===== config.mk =====
export PLATFORM = sky130hd
export DESIGN_NAME = regfile_writeback
export DESIGN_NICKNAME = d
export VERILOG_FILES = /design/src/rtl/regfile_wb_pkg.sv /design/src/rtl/regfile_wb_queue.sv /design/src/rtl/regfile_writeback.sv
export SDC_FILE = /design/constraint.sdc
export NUM_CORES = 1
export LEC_CHECK = 0
export BUFFER_PORTS_ARGS = -buffer_cell sky130_fd_sc_hd__buf_2
export CORE_MARGIN = 4
export CORE_UTILIZATION = 40
export CTS_BUF_LIST = sky130_fd_sc_hd__clkbuf_4 sky130_fd_sc_hd__clkbuf_8
export DETAILED_ROUTE_END_ITERATION = 10
export PLACE_DENSITY_LB_ADDON = 0.2
export SLEW_MARGIN = 15
export SYNTH_ARGS = -nofsm -noshare
export SYNTH_HDL_FRONTEND = slang
export SYNTH_SLANG_ARGS = --single-unit

===== constraint.sdc =====
create_clock -name clk -period 3.3 [get_ports clk]
set_input_delay 0.165 -clock clk [delete_from_list [all_inputs] [get_ports clk]]
set_output_delay 0.165 -clock clk [all_outputs]
set_load 0.02 [all_outputs]

===== src/rtl/regfile_wb_pkg.sv =====
// Shared types and default widths for the register-file writeback path.
package regfile_wb_pkg;

  localparam int unsigned DEF_ADDRESS_WIDTH = 5;
  localparam int unsigned DEF_DATA_WIDTH    = 32;

  typedef struct packed {
    logic                         valid;
    logic [DEF_ADDRESS_WIDTH-1:0] rd;
    logic [DEF_DATA_WIDTH-1:0]    data;
  } wb_entry_t;

  typedef enum logic {
    SRC_ALU = 1'b0,
    SRC_LSU = 1'b1
  } wb_src_e;

endpackage


===== src/rtl/regfile_wb_queue.sv =====
// In-order writeback queue: circular buffer with head/tail pointers, occupancy count
// and per-entry valid bits; all entries are exposed for destination decode.
module regfile_wb_queue
  import regfile_wb_pkg::*;
#(
  parameter int unsigned ADDRESS_WIDTH = DEF_ADDRESS_WIDTH,
  parameter int unsigned DATA_WIDTH    = DEF_DATA_WIDTH,
  parameter int unsigned DEPTH         = 4
) (
  input  logic                                  clk,
  input  logic                                  rst_n,
  input  logic                                  enq,
  input  logic [ADDRESS_WIDTH-1:0]              enq_rd,
  input  logic [DATA_WIDTH-1:0]                 enq_data,
  input  logic                                  deq,
  output logic [$clog2(DEPTH)-1:0]              head_ptr,
  output logic [$clog2(DEPTH):0]                count,
  output logic [DEPTH-1:0]                      ent_valid,
  output logic [DEPTH-1:0][ADDRESS_WIDTH-1:0]   ent_rd,
  output logic [DEPTH-1:0][DATA_WIDTH-1:0]      ent_data
);

  localparam int unsigned PTR_W = $clog2(DEPTH);
  localparam int unsigned CNT_W = PTR_W + 1;

  logic [PTR_W-1:0]                    head_q, head_d;
  logic [PTR_W-1:0]                    tail_q, tail_d;
  logic [CNT_W-1:0]                    count_q, count_d;
  logic [DEPTH-1:0]                    valid_q, valid_d;
  logic [DEPTH-1:0][ADDRESS_WIDTH-1:0] rd_q, rd_d;
  logic [DEPTH-1:0][DATA_WIDTH-1:0]    data_q, data_d;

  always_comb begin
    head_d  = head_q;
    tail_d  = tail_q;
    valid_d = valid_q;
    rd_d    = rd_q;
    data_d  = data_q;
    // Dequeue is applied first so a full-queue enq+deq into the same slot keeps the new entry.
    if (deq) begin
      valid_d[head_q] = 1'b0;
      head_d          = head_q + PTR_W'(1);
    end
    if (enq) begin
      valid_d[tail_q] = 1'b1;
      rd_d[tail_q]    = enq_rd;
      data_d[tail_q]  = enq_data;
      tail_d          = tail_q + PTR_W'(1);
    end
    count_d = count_q + CNT_W'(enq) - CNT_W'(deq);
  end

  always_ff @(posedge clk or negedge rst_n) begin
    if (!rst_n) begin
      head_q  <= '0;
      tail_q  <= '0;
      count_q <= '0;
      valid_q <= '0;
      rd_q    <= '0;
      data_q  <= '0;
    end else begin
      head_q  <= head_d;
      tail_q  <= tail_d;
      count_q <= count_d;
      valid_q <= valid_d;
      rd_q    <= rd_d;
      data_q  <= data_d;
    end
  end

  assign head_ptr  = head_q;
  assign count     = count_q;
  assign ent_valid = valid_q;
  assign ent_rd    = rd_q;
  assign ent_data  = data_q;

endmodule


===== src/rtl/regfile_writeback.sv =====
// Register-file write port owner: arbitrates ALU/LSU results into an in-order queue and drains
// one write per cycle. Optional forwarding ports are enabled by REGFILE_WRITEBACK_FWD_EN.
module regfile_writeback
  import regfile_wb_pkg::*;
#(
  parameter int unsigned ADDRESS_WIDTH = DEF_ADDRESS_WIDTH,
  parameter int unsigned DATA_WIDTH    = DEF_DATA_WIDTH,
  parameter int unsigned DEPTH         = 4
) (
  input  logic                          clk,
  input  logic                          rst_n,
  input  logic                          alu_valid,
  input  logic [ADDRESS_WIDTH-1:0]      alu_rd,
  input  logic [DATA_WIDTH-1:0]         alu_data,
  output logic                          alu_ready,
  input  logic                          lsu_valid,
  input  logic [ADDRESS_WIDTH-1:0]      lsu_rd,
  input  logic [DATA_WIDTH-1:0]         lsu_data,
  output logic                          lsu_ready,
  input  logic                          wb_hold,
`ifdef REGFILE_WRITEBACK_FWD_EN
  input  logic [ADDRESS_WIDTH-1:0]      fwd_ad1,
  input  logic [ADDRESS_WIDTH-1:0]      fwd_ad2,
  output logic                          fwd_hit1,
  output logic                          fwd_hit2,
  output logic [DATA_WIDTH-1:0]         fwd_data1,
  output logic [DATA_WIDTH-1:0]         fwd_data2,
`endif
  output logic                          WE3,
  output logic [ADDRESS_WIDTH-1:0]      AD3,
  output logic [DATA_WIDTH-1:0]         WD3,
  output logic [(2**ADDRESS_WIDTH)-1:0] pending,
  output logic                          full
);

  localparam int unsigned PTR_W = $clog2(DEPTH);
  localparam int unsigned CNT_W = PTR_W + 1;
  localparam logic [CNT_W-1:0] DEPTH_C = CNT_W'(DEPTH);

  logic [PTR_W-1:0]                    head_ptr;
  logic [CNT_W-1:0]                    count;
  logic [DEPTH-1:0]                    ent_valid;
  logic [DEPTH-1:0][ADDRESS_WIDTH-1:0] ent_rd;
  logic [DEPTH-1:0][DATA_WIDTH-1:0]    ent_data;

  logic                     deq;
  logic                     space;
  logic                     accept;
  logic                     enq;
  wb_src_e                  src;
  logic [ADDRESS_WIDTH-1:0] sel_rd;
  logic [DATA_WIDTH-1:0]    sel_data;

  always_comb begin
    deq       = (count != '0) && !wb_hold;
    space     = (count < DEPTH_C) || deq;
    lsu_ready = space;
    alu_ready = space && !lsu_valid;
    src       = lsu_valid ? SRC_LSU : SRC_ALU;
    sel_rd    = (src == SRC_LSU) ? lsu_rd : alu_rd;
    sel_data  = (src == SRC_LSU) ? lsu_data : alu_data;
    accept    = (lsu_valid && lsu_ready) || (alu_valid && alu_ready);
    // Writes to x0 are handshaken but dropped so they never occupy a slot.
    enq       = accept && (sel_rd != '0);
  end

  regfile_wb_queue #(
    .ADDRESS_WIDTH (ADDRESS_WIDTH),
    .DATA_WIDTH    (DATA_WIDTH),
    .DEPTH         (DEPTH)
  ) u_queue (
    .clk       (clk),
    .rst_n     (rst_n),
    .enq       (enq),
    .enq_rd    (sel_rd),
    .enq_data  (sel_data),
    .deq       (deq),
    .head_ptr  (head_ptr),
    .count     (count),
    .ent_valid (ent_valid),
    .ent_rd    (ent_rd),
    .ent_data  (ent_data)
  );

  always_comb begin
    WE3  = deq;
    AD3  = (count != '0) ? ent_rd[head_ptr] : '0;
    WD3  = (count != '0) ? ent_data[head_ptr] : '0;
    full = (count == DEPTH_C);
  end

  always_comb begin
    pending = '0;
    for (int i = 0; i < int'(DEPTH); i++) begin
      if (ent_valid[i]) pending[ent_rd[i]] = 1'b1;
    end
    pending[0] = 1'b0;
  end

`ifdef REGFILE_WRITEBACK_FWD_EN
  // Walks entries oldest to youngest so the last match is the youngest; returns {hit, data}.
  function automatic logic [DATA_WIDTH:0] fwd_lookup(input logic [ADDRESS_WIDTH-1:0] ad);
    logic [PTR_W-1:0] idx;
    logic [DATA_WIDTH:0] res;
    res = '0;
    for (int k = 0; k < int'(DEPTH); k++) begin
      idx = head_ptr + PTR_W'(k);
      if (ent_valid[idx] && (ent_rd[idx] == ad) && (ad != '0)) begin
        res = {1'b1, ent_data[idx]};
      end
    end
    return res;
  endfunction

  always_comb begin
    {fwd_hit1, fwd_data1} = fwd_lookup(fwd_ad1);
    {fwd_hit2, fwd_data2} = fwd_lookup(fwd_ad2);
  end
`endif

endmodule


# After elaboration in Yosys (flattened, before gate mapping)
# Cells that the tools add are included.
dict set report op_classes {
  order_cmp 13
  bitwise 6
  n_addsub 4
  reduce_logical 17
  n_mux 33
  n_eq_ne 1
}
# operator n
set ops {}
lappend ops {{32-bit two-way mux} 8}
lappend ops {{128-bit bitwise mux} 1}
lappend ops {{32-bit OR} 3}
lappend ops {{32-bit binary-select mux with 2-bit select} 1}
lappend ops {{32-bit demux with 2-bit select} 1}
lappend ops {{5-bit by 6-bit < comparator with 1-bit output (second input constant)} 4}
lappend ops {{20-bit bitwise mux} 1}
lappend ops {{1-bit demux with 5-bit select} 4}
lappend ops {{5-bit by 1-bit >= comparator with 1-bit output (second input constant)} 4}
lappend ops {{5-bit two-way mux} 4}
lappend ops {{1-bit logical AND} 11}
lappend ops {{5-bit binary-select mux with 2-bit select} 1}
lappend ops {{5-bit demux with 2-bit select} 1}
lappend ops {{4-bit two-way mux} 2}
lappend ops {{1-bit two-way mux} 7}
lappend ops {{2-bit by 3-bit < comparator with 1-bit output (second input constant)} 2}
lappend ops {{5-bit nonzero test} 1}
lappend ops {{2-bit by 1-bit adder with 2-bit output (second input constant)} 2}
lappend ops {{4-bit AND} 1}
lappend ops {{1-bit demux with 2-bit select} 2}
lappend ops {{2-bit by 1-bit >= comparator with 1-bit output (second input constant)} 2}
lappend ops {{4-bit inverter} 1}
lappend ops {{4-bit OR} 1}
lappend ops {{3-bit by 1-bit adder with 3-bit output} 1}
lappend ops {{6 further kinds} 8}
dict set report word_totals {
  wordCells 86
  regBits 159
  out_inout_bits 73
}

# Depth between registers and ports, before layout
# Gate-level depths: netlist of run 1.
dict set report depth {
  ltp_word 11
  depth_mapped 9
  ltp_nobuf 8
}

# Hierarchy
# From an unflattened synthesis of run 1, not the netlist that was laid out.
dict set report hier_totals {
  cells_unflattened 636
  hier_area_um2 9013.6
}
# module instances seq_area_each_um2 area_per_inst_um2 cells_each
set modules_own_cells {}
lappend modules_own_cells {regfile_wb_queue 1 3978.8 6371.1 360}
lappend modules_own_cells {regfile_writeback 1 0.0 2642.5 276}

# Worst setup path before layout of run 1
# No wires, ideal clock.
dict set report synth_timing {
  path_type {register to register}
  from {register u_queue.count_q[2], in the netlist u_queue.count[2]}
  to {register u_queue.count_q[2], in the netlist u_queue.count[2]}
  t_arrival_ns 2.298
  path_slack_ns 0.879
  path_buffers 1
  t_required_ns 3.177
  stages_incl_launch_ff 10
  cell_sequence {dfrtp_1 nor3_1 clkbuf_1 nor2_1 ha_1 inv_1 ha_1 fa_1 xnor2_1 xnor2_1}
}
dict set report synth_via {
  elab_chain_cells 9
  word_cells_on_any_way 11
}
# element line
set synth_lines {}
lappend synth_lines {{from (decl)} regfile_wb_queue.sv:28} ;# logic [CNT_W-1:0] count_q, count_d;
lappend synth_lines {{from (signal assigned)} regfile_wb_queue.sv:64} ;# count_q <= count_d;
lappend synth_lines {{3-bit nonzero test (*)} regfile_writeback.sv:55} ;# deq = (count != '0) && !wb_hold;
lappend synth_lines {{1-bit logical AND (*)} regfile_writeback.sv:55}
lappend synth_lines {{named net WE3} regfile_writeback.sv:29} ;# output logic WE3,
lappend synth_lines {{1-bit logical OR} regfile_writeback.sv:56} ;# space = (count < DEPTH_C) || deq;
lappend synth_lines {{1-bit logical AND} regfile_writeback.sv:58} ;# alu_ready = space && !lsu_valid;
lappend synth_lines {{1-bit logical AND} regfile_writeback.sv:62} ;# accept = (lsu_valid && lsu_ready) || (alu_valid && alu_ready);
lappend synth_lines {{1-bit logical OR} regfile_writeback.sv:62}
lappend synth_lines {{1-bit logical AND} regfile_writeback.sv:64} ;# enq = accept && (sel_rd != '0);
lappend synth_lines {{3-bit by 1-bit adder with 3-bit output} regfile_wb_queue.sv:50} ;# count_d = count_q + CNT_W'(enq) - CNT_W'(deq);
lappend synth_lines {{3-bit by 1-bit subtractor with 3-bit output (*)} regfile_wb_queue.sv:50}
lappend synth_lines {{named net u_queue.count_d[2]} regfile_wb_queue.sv:28}
# Mark *: on every way through the listed nets, which the timed path passes. The rest lies on a longest branch.
# A chain may end at the register's enable or synchronous reset.

# Final worst setup path of run 1
dict set report layout_timing {
  from {register u_queue.rd_q (netlist bit u_queue.ent_rd[0])}
  to {output port pending[8]}
}
dict set report layout_via {
  elab_chain_cells 11
  word_cells_on_any_way 12
}
# element line
set layout_lines {}
lappend layout_lines {{from (decl)} regfile_wb_queue.sv:30} ;# logic [DEPTH-1:0][ADDRESS_WIDTH-1:0] rd_q, rd_d;
lappend layout_lines {{from (signal assigned)} regfile_wb_queue.sv:66} ;# rd_q <= rd_d;
lappend layout_lines {{5-bit by 6-bit < comparator with 1-bit output (not written as such) / 5-bit by 1-bit >= comparator with 1-bit output (equally long branches)} regfile_writeback.sv:95} ;# if (ent_valid[i]) pending[ent_rd[i]] = 1'b1;
lappend layout_lines {{1-bit logical AND (not written as such)} regfile_writeback.sv:95}
lappend layout_lines {{1-bit two-way mux (not written as such)} regfile_writeback.sv:95}
lappend layout_lines {{1-bit demux with 5-bit select (*)} regfile_writeback.sv:95}
lappend layout_lines {{32-bit two-way mux (*)} regfile_writeback.sv:95}
lappend layout_lines {{32-bit OR (no line)} n/a}
lappend layout_lines {{32-bit two-way mux (*)} regfile_writeback.sv:95}
lappend layout_lines {{32-bit OR (no line)} n/a}
lappend layout_lines {{32-bit two-way mux (*)} regfile_writeback.sv:95}
lappend layout_lines {{32-bit OR (no line)} n/a}
lappend layout_lines {{32-bit two-way mux (*)} regfile_writeback.sv:95}
lappend layout_lines {{to (decl)} regfile_writeback.sv:32} ;# output logic [(2**ADDRESS_WIDTH)-1:0] pending,
# Every way passes the cells marked *; elsewhere a longest branch is shown, timed or not.

==> impl_table.tex, run 1 <==
\begin{tabular}{lr}
\hline
Metric & Value \\
\hline
\multicolumn{2}{l}{\textbf{Floorplan}} \\
Number of I/O pins & 152 \\
Die Area & 0.0254 mm² \\
Die Wd & around 160 µm \\
Core outline area & 0.0226 mm² \\
DIE HEIGHT & between 150 and 200 µm \\
Initial Util & 40.6\% \\
Cell row count & 55 \\
\multicolumn{2}{l}{\textbf{STA}} \\
Timing-limited maximum frequency & just under 0.4 GHz \\
Unrepaired setup endpoints after global routing & no \\
Final-report max-slew violation count & 0 \\
Slew at the pin closest to its max-slew limit & 1040 ps \\
Setup clock skew after layout & 11.8 ps \\
Count of final setup violators & 0 \\
Setup TNS & 0 ps \\
Hold Worst Slack & 132 ps \\
Share of the cycle needed by the critical path after routing & 76.9\% \\
Period minus WS final & 2540 ps \\
Slew headroom & slightly above 30\% \\
Final hold violation count & 0 \\
\multicolumn{2}{l}{\textbf{CTS}} \\
Post-CTS setup buffer count & 0 \\
Clock latency reported for the late side of the worst-skew pair & between 400 and 500 ps \\
Number of H-tree levels & 4 \\
Clk buf depth & 2 \\
Clock tree sinks & 159 \\
Number of CTS-inserted buffers & 17 \\
Cell chosen for the clock root & sky130\_fd\_sc\_hd\_\_clkbuf\_8 \\
Post-cts repair resize count & 0 \\
CTS tree & done \\
Clock transition time at the flip-flop clock pins of the worst setup and hold paths & 90 ps \\
\multicolumn{2}{l}{\textbf{Yosys}} \\
Synthesized area per cell & 13.8 µm² \\
Sequential element share of the synthesized area & 43.4\% \\
Synthesized-area fraction occupied by adder cells & under 10\% \\
Share of the synthesized netlist area taken by xor and xnor gates & less than 1\% \\
Main combinational cell family by area after synthesis & multiplexers \\
Most used DFF post-synth & sky130\_fd\_sc\_hd\_\_dfrtp\_1 \\
Post-synthesis sequential element count & 159 \\
Gate count of the mapped netlist & 662 \\
Share of synthesized area spent on multiplexers & 35.1\% \\
Library cell occupying the most area in the post-synthesis netlist & sky130\_fd\_sc\_hd\_\_dfrtp\_1 \\
Count of synthesis-stage warnings from yosys & 0 \\
Share of the synthesized area in compound gates (AO/OA/AOI/OAI) & 5.90\% \\
Number of enable flip-flop cells after synthesis & 0 \\
Distinct cell type count of the synthesized netlist & 43 \\
Summed instance area of the synthesized netlist & 0.00916 mm² \\
Area share of the largest cell type after synthesis & between 40 and 50\% \\
Fraction of registers with async set or reset after synthesis & 100\% \\
Net Count, Synth & $\sim$750 \\
Ranking of synthesized cells by area & sky130\_fd\_sc\_hd\_\_dfrtp\_1 (43\%), sky130\_fd\_sc\_hd\_\_mux2\_2 (14\%), sky130\_fd\_sc\_hd\_\_mux2\_4 (12\%), sky130\_fd\_sc\_hd\_\_mux4\_2 (9.1\%), sky130\_fd\_sc\_hd\_\_nor2b\_1 (2.5\%) \\
Synth Area in Simple Gates & 8.90\% \\
\multicolumn{2}{l}{\textbf{Critical path}} \\
Slowest Stage Delay on Critical Path & 880 ps \\
Cells traversed along the worst timing path & nor3b\_1, a22oi\_1, o221ai\_1, buf\_2 \\
Critical path class & reg2out \\
Arrival time worst endpoint & about 2400 ps \\
CP Launch Type & flop \\
Maximum fanout along the worst path & 7 \\
CP Capture Type & output port \\
Cell type of the slowest stage on the worst timing path & sky130\_fd\_sc\_hd\_\_nor3b\_1 \\
Critical Path RT & roughly 3100 ps \\
\multicolumn{2}{l}{\textbf{Run}} \\
\# Max-Cap Violations & 0 \\
\multicolumn{2}{l}{\textbf{GRT}} \\
Wire length of the first global-routing pass & 37300 µm \\
GRT Total Usage & 18.3\% \\
Grt total ovfl & 0 \\
Initial antenna violation count & 0 \\
Largest net degree at the start of global routing & 94 \\
Vias in the first global route & 6642 \\
\multicolumn{2}{l}{\textbf{Placement}} \\
Port Buf Inserts & 150 \\
Post-DP HPWL & 15700 µm \\
RePlAce Congestion & 0.861 \\
Placement-stage cell area & 0.0101 mm² \\
\multicolumn{2}{l}{\textbf{Hold path}} \\
Class of the most critical hold timing path & in2reg \\
\multicolumn{2}{l}{\textbf{Drt}} \\
Routed Antenna Nets & 0 \\
Pre-antenna DRT Iters & 5 \\
Post-route DRC violation count & 0 \\
Sum of routed wire length over all layers & roughly 23000 µm \\
Vias after detailed routing & 6040 \\
Routed wire length per instance & about 21 µm \\
Via density & 5.55 \\
Initial DRC Count & 356 \\
\multicolumn{2}{l}{\textbf{Pwr}} \\
Leak Pwr & 4.59 nW \\
Power consumption & $\sim$12 mW \\
Pwr Density & approximately 1100 mW/mm² \\
Peak supply drop & approximately 0.43 mV \\
\multicolumn{2}{l}{\textbf{Cells and area}} \\
Number of antenna cells inserted & 0 \\
Non-Filler Cell Area, Final & 0.0104 mm² \\
Post-synthesis to final-layout area growth & 13.9\% \\
Number of fill cells in the layout & 2026 \\
Post-layout nets & a little under 900 \\
Layout cell share with drive strength beyond 1 & 54.0\% \\
\multicolumn{2}{l}{\textbf{Outcome}} \\
Run status & finished, final reports clean \\
\hline
\end{tabular}
[flip-flops by register name, summed over array words and instances, names as in the netlist]
register,cells
u_queue.count,3
u_queue.ent_data,128
u_queue.ent_rd,20
u_queue.ent_valid,4
u_queue.head_ptr,2
u_queue.tail_q,2
[logic make-up (layout without fill, tap and decap cells)]
logic type,count (synthesis),count (layout)
AOI/OAI and AO/OA,70,70
xor gates and xnor gates,4,4
adders and majority gates,11,11
buffers and inverters,61,203
DFF,159,159
muxes,223,223
other,1,1
and+or+nand+nor,133,133
[area by class of cell]
cell class              instances  area [µm²]  area share, %
well taps                     285         357           3.42
clock inverters                 9        86.3          0.827
inverters                       9        33.8          0.324
clock buffers                  21         283           2.71
repair buffers                164         915           8.77
multi-input cells             442        4780           45.8
flip-flops and latches        159        3980           38.2
[metal layers]
metal	wire [µm]	global-route usage, %	vias to the layer above
met5	0	0	-
met4	267	4.89	0
met3	1340	4.04	28
met2	11700	31.6	229
met1	9920	23.5	3063
li1	-	-	2720
[stage by stage]
step	setup WS, ps	utilization [%]	instances
global route	668	46.2	1089
floorplan	879	-	662
CTS	737	46.2	1089
global placement	1220	44.5	1058
detailed placement	1170	44.5	1058
finish	761	46.2	1089
[Yosys cell counts (9+ instances only)]
library cell	number
sky130_fd_sc_hd__dfrtp_1	159
sky130_fd_sc_hd__mux2_2	110
sky130_fd_sc_hd__mux2_4	76
sky130_fd_sc_hd__mux4_2	37
sky130_fd_sc_hd__nor2b_1	37
sky130_fd_sc_hd__clkbuf_1	26
sky130_fd_sc_hd__nand2_1	22
sky130_fd_sc_hd__nor2_1	17
sky130_fd_sc_hd__a221o_1	13
sky130_fd_sc_hd__o22ai_1	13
sky130_fd_sc_hd__o221ai_1	12
sky130_fd_sc_hd__nand3b_1	11
sky130_fd_sc_hd__ha_1	10
sky130_fd_sc_hd__a21oi_1	9
sky130_fd_sc_hd__inv_1	9
[worst max-delay path, delay by kind of cell, from the launching register on]
family                 cells  cell delay (ps)
AO/OA/AOI/OAI              2              410
buffers and inverters      1              200
flip-flops                 1              440
AND/OR/NAND/NOR            1              880
[report_power, final]
part | total (mW) | switching, mW | internal (mW)
registers | 3.86 | 0.893 | 2.97
clock network | 1.36 | 0.705 | 0.655
logic | 6.34 | 3.08 | 3.26
total | 11.6 | 4.68 | 6.88
[what timing repair did]
item,in CTS,in global routing
endpoints found under the hold margin,92,0
setup endpoints to repair,0,0
hold buffers,1,0
[cell usage in the layout, fill, tap and decap left out, types with 5 or more instances in the layout]
master	instances
sky130_fd_sc_hd__buf_2	149
sky130_fd_sc_hd__nor2b_1	37
sky130_fd_sc_hd__a21oi_1	9
sky130_fd_sc_hd__dfrtp_1	157
sky130_fd_sc_hd__nor3b_1	8
sky130_fd_sc_hd__nand2_1	22
sky130_fd_sc_hd__nor2_1	17
sky130_fd_sc_hd__ha_1	10
sky130_fd_sc_hd__o221ai_1	12
sky130_fd_sc_hd__clkbuf_8	20
sky130_fd_sc_hd__mux2_2	110
sky130_fd_sc_hd__and3_1	5
sky130_fd_sc_hd__a22oi_1	8
sky130_fd_sc_hd__and3b_1	6
sky130_fd_sc_hd__nand3b_1	11
sky130_fd_sc_hd__o22ai_1	13
sky130_fd_sc_hd__nand3_1	6
sky130_fd_sc_hd__mux4_2	37
sky130_fd_sc_hd__clkinvlp_4	5
sky130_fd_sc_hd__inv_1	9
sky130_fd_sc_hd__or3b_2	6
sky130_fd_sc_hd__a221o_1	13
sky130_fd_sc_hd__buf_4	9
sky130_fd_sc_hd__mux2_4	76
[final timing paths]
| kind | startpoint | endpoint | slack [ps] | depth (start not counted) |
|---|---|---|---|---|
| worst max-delay path | u_queue.ent_rd[0] | pending[8] | 760 | 4 |
| worst min-delay path | lsu_data[5] | u_queue.ent_data[101] | 130 | 3 |
| worst max register to register | u_queue.count[2] | u_queue.ent_data[77] | 1290 | 5 |
| max in group asynchronous | rst_n | u_queue.ent_data[43] | 2000 | 3 |
| min in group asynchronous | rst_n | u_queue.ent_data[62] | 380 | 2 |
| worst min register to register | u_queue.ent_data[76] | u_queue.ent_data[76] | 510 | 1 |
Power figures use the tool's default switching activity.
==> run 2: changes to the inputs <==
==> constraint.sdc (replaced) <==
create_clock -name clk -period 2.4 [get_ports clk]
set_input_delay 0.12 -clock clk [delete_from_list [all_inputs] [get_ports clk]]
set_output_delay 0.12 -clock clk [all_outputs]
set_load 0.02 [all_outputs]
==> run 2 against run 1 <==
Compared with the run above: power is 39% higher; combinational power rose by 41%; via count is 1.8% higher; setup slack lost 560 ps; sequential share of layout area is 0.35 points lower; first-iteration DRC count rose by 8.1%; routed wire length increased by 1.6%; clock-buffer cell count decreased by 3; cell count grew 0.83%; non-clock buffer count up 7.
==> impl_table.tex, run 2 (synthesized netlist as in run 1, its figures left out) <==
\begin{tabular}{lr}
\hline
Metric & Value \\
\hline
\multicolumn{2}{l}{\textbf{Cells and area}} \\
Commonest cells after routing, fill and taps aside & sky130\_fd\_sc\_hd\_\_dfrtp\_1 (157), sky130\_fd\_sc\_hd\_\_buf\_2 (149), sky130\_fd\_sc\_hd\_\_mux2\_2 (110), sky130\_fd\_sc\_hd\_\_mux2\_4 (76) \\
Most common cell after layout, fill and taps aside & sky130\_fd\_sc\_hd\_\_dfrtp\_1 \\
Post-synthesis to final-layout area growth & 15.0\% \\
Number of flip-flops in the largest register & 128 \\
Number of fill cells in the layout & 2000 \\
End-of-flow core utilization & 46.7\% \\
Non-Filler Instances & approximately 1.1k \\
Layout cell share with drive strength beyond 1 & a little over half \\
Number of antenna cells inserted & 0 \\
Post-layout nets & 890 \\
\multicolumn{2}{l}{\textbf{STA}} \\
Period minus WS final & 2190 ps \\
Slew at the pin closest to its max-slew limit & 719 ps \\
Setup clock skew after layout & 14.9 ps \\
Timing-limited maximum frequency & 0.456 GHz \\
Count of final setup violators & 0 \\
Slew headroom & about half \\
Unrepaired setup endpoints after global routing & no \\
Share of the cycle needed by the critical path after routing & 91.4\% \\
Final-report max-slew violation count & 0 \\
Worst-case setup margin in the final layout & 206 ps \\
Final hold violation count & 0 \\
Setup TNS & 0 ps \\
\multicolumn{2}{l}{\textbf{CTS}} \\
Post-CTS setup buffer count & 0 \\
Clock transition time at the flip-flop clock pins of the worst setup and hold paths & 90 ps \\
Number of H-tree levels & 4 \\
Clock tree sinks & 159 \\
CTS tree & done \\
Clock latency reported for the late side of the worst-skew pair & 450 ps \\
Cell chosen for the clock root & sky130\_fd\_sc\_hd\_\_clkbuf\_8 \\
Number of CTS-inserted buffers & 17 \\
Clk buf depth & 2 \\
\multicolumn{2}{l}{\textbf{Floorplan}} \\
Die Wd & 159 µm \\
Core outline area & 0.0226 mm² \\
Die Area & approximately 0.025 mm² \\
Number of I/O pins & 152 \\
DIE HEIGHT & 159 µm \\
Initial Util & around 41\% \\
Cell row count & 55 \\
\multicolumn{2}{l}{\textbf{Critical path}} \\
Cells traversed along the worst timing path & or3b\_2, o221ai\_1, buf\_2 \\
CP Launch Type & flop \\
Cell type of the slowest stage on the worst timing path & sky130\_fd\_sc\_hd\_\_or3b\_2 \\
Critical path class & reg2out \\
Slowest Stage Delay on Critical Path & 620 ps \\
Cell type group with the largest total delay on the critical path & simple AND/OR/NAND/NOR gates \\
Arrival time worst endpoint & roughly 2100 ps \\
Critical Path RT & 2280 ps \\
CP Capture Type & output port \\
Maximum fanout along the worst path & 7 \\
Total buffers and inverters traversed by the critical path & 1 \\
\multicolumn{2}{l}{\textbf{Placement}} \\
Dpl ws & around 370 ps \\
Port Buf Inserts & 150 \\
Post-DP HPWL & 16000 µm \\
RePlAce Congestion & 0.839 \\
Number of cells after detailed placement & 1065 \\
\multicolumn{2}{l}{\textbf{Pwr}} \\
Peak supply drop & 0.606 mV \\
Power consumption & 16.0 mW \\
Leak Pwr & 4.64 nW \\
Pwr Density & 1520 mW/mm² \\
\multicolumn{2}{l}{\textbf{Drt}} \\
Sum of routed wire length over all layers & between 20000 and 25000 µm \\
Routed Antenna Nets & 0 \\
Post-route DRC violation count & 0 \\
Vias after detailed routing & 6146 \\
Routed wire length per instance & 21.5 µm \\
Via density & between 5 and 6 \\
Pre-antenna DRT Iters & 4 \\
Initial DRC Count & between 300 and 400 \\
\multicolumn{2}{l}{\textbf{GRT}} \\
Wire length of the first global-routing pass & 37900 µm \\
GRT Total Usage & between 10\% and 20\% \\
Vias in the first global route & 6653 \\
Grt total ovfl & 0 \\
Largest net degree at the start of global routing & around 80 \\
Initial antenna violation count & 0 \\
\multicolumn{2}{l}{\textbf{Outcome}} \\
Run status & finished, final reports clean \\
\multicolumn{2}{l}{\textbf{Run}} \\
\# Max-Cap Violations & 0 \\
\multicolumn{2}{l}{\textbf{Hold path}} \\
Class of the most critical hold timing path & in2reg \\
\hline
\end{tabular}
-- run 2: cell count changes in the layout (fill, tap and decap cells not counted) --
cell                         change
sky130_fd_sc_hd__clkinvlp_4      -2
sky130_fd_sc_hd__inv_6           +4
sky130_fd_sc_hd__buf_12          +3
sky130_fd_sc_hd__clkbuf_8        -2
sky130_fd_sc_hd__buf_4           +4
sky130_fd_sc_hd__clkinv_2        -2
sky130_fd_sc_hd__inv_8           +2
sky130_fd_sc_hd__nor2_1          -2
sky130_fd_sc_hd__clkinv_4        +4
sky130_fd_sc_hd__clkbuf_4        -1
sky130_fd_sc_hd__nor2_2          +2
sky130_fd_sc_hd__bufinv_16       -1
-- run 2: worst paths after layout --
check / start / to / slack [ps] / cells after the start
hold / removal: lsu_data[1] / u_queue.ent_data[33] / 70 / 3
min in group asynchronous: rst_n / u_queue.ent_data[49] / 170 / 2
setup / recovery: u_queue.ent_rd[11] / pending[20] / 210 / 3
max in group asynchronous: rst_n / u_queue.head_ptr[0] / 1420 / 3
hold reg to reg: u_queue.ent_data[71] / u_queue.ent_data[71] / 510 / 1
setup reg to reg: u_queue.count[2] / u_queue.ent_data[63] / 390 / 5
-- run 2: metal layers --
metal / share of wire (%) / vias to the layer above / track usage, %
met2: 49 / 221 / 31.2
li1: - / 2731 / -
met4: 1.8 / 0 / 5.33
met1: 43 / 3164 / 24.0
met3: 6.1 / 30 / 4.89
met5: 0 / - / 0
-- run 2: what timing repair did --
item,4_1_cts,5_1_grt
hold endpoints to repair,52,0
setup endpoints to repair,0,1
resized for setup,0,1
hold buffers,1,0
-- run 2: through the flow --
stage               hold WS (ps)  area (µm²)
finish                      70.3       10500
global route                38.2       10500
floorplan                   -176        9160
global placement            89.9       10100
detailed placement           106       10100
CTS                         28.5       10500
-- run 2: power by group --
group,internal [mW],switching [mW]
Clock,0.778,1.09
Sequential,4.08,1.14
Combinational,4.57,4.38
Total,9.43,6.61
-- run 2: worst register-to-register path, cell delays in order (launching register included) --
cell	delay (ps)
sky130_fd_sc_hd__dfrtp_1	460
sky130_fd_sc_hd__a2bb2oi_1	380
sky130_fd_sc_hd__nand2_1	170
sky130_fd_sc_hd__nor2_4	140
sky130_fd_sc_hd__buf_4	350
sky130_fd_sc_hd__mux2_2	400
-- run 2: area by class of cell --
| class | count | area (µm²) | area share [%] |
|---|---|---|---|
| multi-input combinational | 442 | 4780 | 45.4 |
| sequential | 159 | 3980 | 37.8 |
| timing repair buffer | 171 | 1000 | 9.54 |
| tap | 285 | 357 | 3.39 |
| clock buffer | 18 | 248 | 2.35 |
| clock inverter | 14 | 124 | 1.18 |
| inverter | 9 | 33.8 | 0.321 |
==> run 3: changes to the inputs <==
--- a/config.mk
+++ b/config.mk
@@ -6,7 +6,7 @@
 export NUM_CORES = 1
 export LEC_CHECK = 0
 export BUFFER_PORTS_ARGS = -buffer_cell sky130_fd_sc_hd__buf_2
-export CORE_MARGIN = 4
+export CORE_MARGIN = 3
 export CORE_UTILIZATION = 40
 export CTS_BUF_LIST = sky130_fd_sc_hd__clkbuf_4 sky130_fd_sc_hd__clkbuf_8
 export DETAILED_ROUTE_END_ITERATION = 10
==> run 3 against run 2 <==
Compared with the run above: final area rose by 0.66%; global-route usage grew 0.59 points; highest routed layer unchanged; sequential share of layout area decreased by 0.25 points; core utilization increased by 1.2 points; first-iteration DRC count shrank 0.26%; cell count fell by 0.36%; combinational power down 0.8%; register-to-register slack hardly changed; fmax is 0.19% lower; flip-flop and latch count stayed put; die area shrank 2.5%.
==> impl_table.tex, run 3 (synthesized netlist as in run 1, its figures left out) <==
\begin{tabular}{lr}
\hline
Metric & Value \\
\hline
\multicolumn{2}{l}{\textbf{Critical path}} \\
Critical path class & reg2out \\
Critical Path RT & 2280 ps \\
CP Launch Type & flop \\
Total buffers and inverters traversed by the critical path & 1 \\
CP Capture Type & output port \\
Slowest Stage Delay on Critical Path & 630 ps \\
Cells traversed along the worst timing path & nand2\_1, nor2\_1, a21oi\_1, o221ai\_1, buf\_2 \\
Cell type of the slowest stage on the worst timing path & sky130\_fd\_sc\_hd\_\_nor2\_1 \\
Arrival time worst endpoint & 2080 ps \\
Cell type group with the largest total delay on the critical path & simple AND/OR/NAND/NOR gates \\
Maximum fanout along the worst path & 8 \\
\multicolumn{2}{l}{\textbf{GRT}} \\
Wire length of the first global-routing pass & between 30000 and 40000 µm \\
Largest net degree at the start of global routing & 72 \\
Initial antenna violation count & 0 \\
Vias in the first global route & 6792 \\
Grt total ovfl & 0 \\
GRT Total Usage & between 15 and 20\% \\
\multicolumn{2}{l}{\textbf{Cells and area}} \\
Post-layout nets & 891 \\
Commonest cells after routing, fill and taps aside & sky130\_fd\_sc\_hd\_\_dfrtp\_1 (157), sky130\_fd\_sc\_hd\_\_buf\_2 (149), sky130\_fd\_sc\_hd\_\_mux2\_2 (110), sky130\_fd\_sc\_hd\_\_mux2\_4 (76) \\
Non-Filler Cell Area, Final & 0.0106 mm² \\
Number of antenna cells inserted & 0 \\
Most common cell after layout, fill and taps aside & sky130\_fd\_sc\_hd\_\_dfrtp\_1 \\
Layout cell share with drive strength beyond 1 & 54.7\% \\
Number of flip-flops in the largest register & 128 \\
Post-synthesis to final-layout area growth & 15.7\% \\
\multicolumn{2}{l}{\textbf{Run}} \\
\# Max-Cap Violations & 0 \\
\multicolumn{2}{l}{\textbf{STA}} \\
Unrepaired setup endpoints after global routing & no \\
Count of final setup violators & 0 \\
Share of the cycle needed by the critical path after routing & 91.6\% \\
Final-report max-slew violation count & 0 \\
Setup clock skew after layout & 9.51 ps \\
Setup TNS & 0 ps \\
Final hold violation count & 0 \\
Slew at the pin closest to its max-slew limit & between 800 and 900 ps \\
Timing-limited maximum frequency & 0.455 GHz \\
Slew headroom & $\sim$45\% \\
Period minus WS final & 2200 ps \\
\multicolumn{2}{l}{\textbf{CTS}} \\
CTS tree & done \\
Number of H-tree levels & 4 \\
Clk buf depth & 2 \\
Number of CTS-inserted buffers & 17 \\
Cell chosen for the clock root & sky130\_fd\_sc\_hd\_\_clkbuf\_8 \\
Clock latency reported for the late side of the worst-skew pair & 440 ps \\
Clock tree sinks & 159 \\
Post-cts repair resize count & 0 \\
Clock transition time at the flip-flop clock pins of the worst setup and hold paths & 80 ps \\
\multicolumn{2}{l}{\textbf{Drt}} \\
Routed wire length per instance & between 20 and 25 µm \\
Sum of routed wire length over all layers & roughly 23000 µm \\
Via density & 5.62 \\
Initial DRC Count & 384 \\
Post-route DRC violation count & 0 \\
Vias after detailed routing & 6150 \\
Pre-antenna DRT Iters & 5 \\
Routed Antenna Nets & 0 \\
\multicolumn{2}{l}{\textbf{Pwr}} \\
Net switching power figure & 6.53 mW \\
Switching part of the total & roughly two fifths \\
Pwr Density & 1550 mW/mm² \\
Sequential Power Share & between 30\% and 40\% \\
Portion of total power attributed to combinational logic & 54.3\% \\
Pint & 9.85 mW \\
Peak supply drop & 0.696 mV \\
Power consumption & 16.4 mW \\
Leak Pwr & 4.68 nW \\
Clock power share & a little over an eighth \\
\multicolumn{2}{l}{\textbf{Placement}} \\
RePlAce Congestion & 0.838 \\
Port Buf Inserts & 150 \\
Post-DP HPWL & 15800 µm \\
Placement-stage cell area & 0.0101 mm² \\
\multicolumn{2}{l}{\textbf{Floorplan}} \\
Core outline area & 0.0222 mm² \\
Cell row count & 54 \\
DIE HEIGHT & 157 µm \\
Initial Util & 41.3\% \\
Die Area & $\sim$0.025 mm² \\
Number of I/O pins & 152 \\
Die Wd & 157 µm \\
\multicolumn{2}{l}{\textbf{Hold path}} \\
Class of the most critical hold timing path & in2reg \\
\multicolumn{2}{l}{\textbf{Outcome}} \\
Run status & finished, final reports clean \\
\hline
\end{tabular}
## run 3: changes by cell type in the layout (fill, tap and decap cells not counted), sizes merged
cell,delta
bufinv,+4
inv,-5
clkinvlp,-1
buf,+1
clkbuf,+3
clkinv,-1
## run 3: worst paths after layout
path                                       from                    to  slack [ps]  cells after the start
hold / removal                      alu_data[6]  u_queue.ent_data[38]          90                      3
min in group asynchronous                 rst_n  u_queue.ent_data[46]         230                      2
setup reg to reg               u_queue.count[2]      u_queue.count[2]         400                      8
setup / recovery              u_queue.ent_rd[0]           pending[29]         200                      5
hold reg to reg            u_queue.ent_data[78]  u_queue.ent_data[78]         510                      1
max in group asynchronous                 rst_n  u_queue.ent_data[51]        1280                      3
## run 3: repair_timing
action / 4_1_cts / 5_1_grt
hold endpoints to repair: 68 / 0
endpoints found under the setup margin: 0 / 0
hold buffers: 1 / 0
setup buffers: 0 / 0
## run 3: power by group through the flow
stage / registers (mW) / clock network, mW / logic, mW
2_1_floorplan: 4.65 / 0 / 7.08
3_3_place_gp: 5.13 / 0 / 8.77
3_5_place_dp: 5.26 / 0 / 8.94
4_1_cts: 5.23 / 2.30 / 8.97
5_1_grt: 5.46 / 2.42 / 9.53
6_report: 5.26 / 2.23 / 8.89
## run 3: cell type report
| type | instances | area, µm² |
|---|---|---|
| Fill cell | 1955 | 11600 |
| Multi-Input combinational cell | 442 | 4780 |
| Sequential cell | 159 | 3980 |
| Timing Repair Buffer | 172 | 1000 |
| Tap cell | 280 | 350 |
| Clock buffer | 21 | 277 |
| Clock inverter | 11 | 179 |
| Inverter | 9 | 33.8 |
## run 3: metal layers
layer  wire length (µm)  track usage (%)  up-vias
li1                   -                -     2731
met1              10000             24.6     3131
met2              11500             32.2      245
met3               1400             4.21       43
met4                483             6.90        0
met5                  0                0        -
## run 3: worst reg2reg max path, cell delays in order (launching register included)
cell and delay, ps:
sky130_fd_sc_hd__dfrtp_1 460, sky130_fd_sc_hd__nor3_2 200, sky130_fd_sc_hd__nor2_2 70, sky130_fd_sc_hd__ha_1 280, sky130_fd_sc_hd__inv_1 40, sky130_fd_sc_hd__ha_1 180, sky130_fd_sc_hd__fa_1 380, sky130_fd_sc_hd__xnor2_1 190
sky130_fd_sc_hd__xnor2_1 140
## run 3: stage by stage
stage               hold slack [ps]  util (%)  setup slack (ps)  std cells
floorplan                      -176         -              87.0        662
global placement                173      45.7               399       1061
detailed placement              174      45.7               374       1061
CTS                            52.3      47.8               186       1094
global route                   51.3      47.8              63.2       1094
finish                         87.2      47.8               202       1094
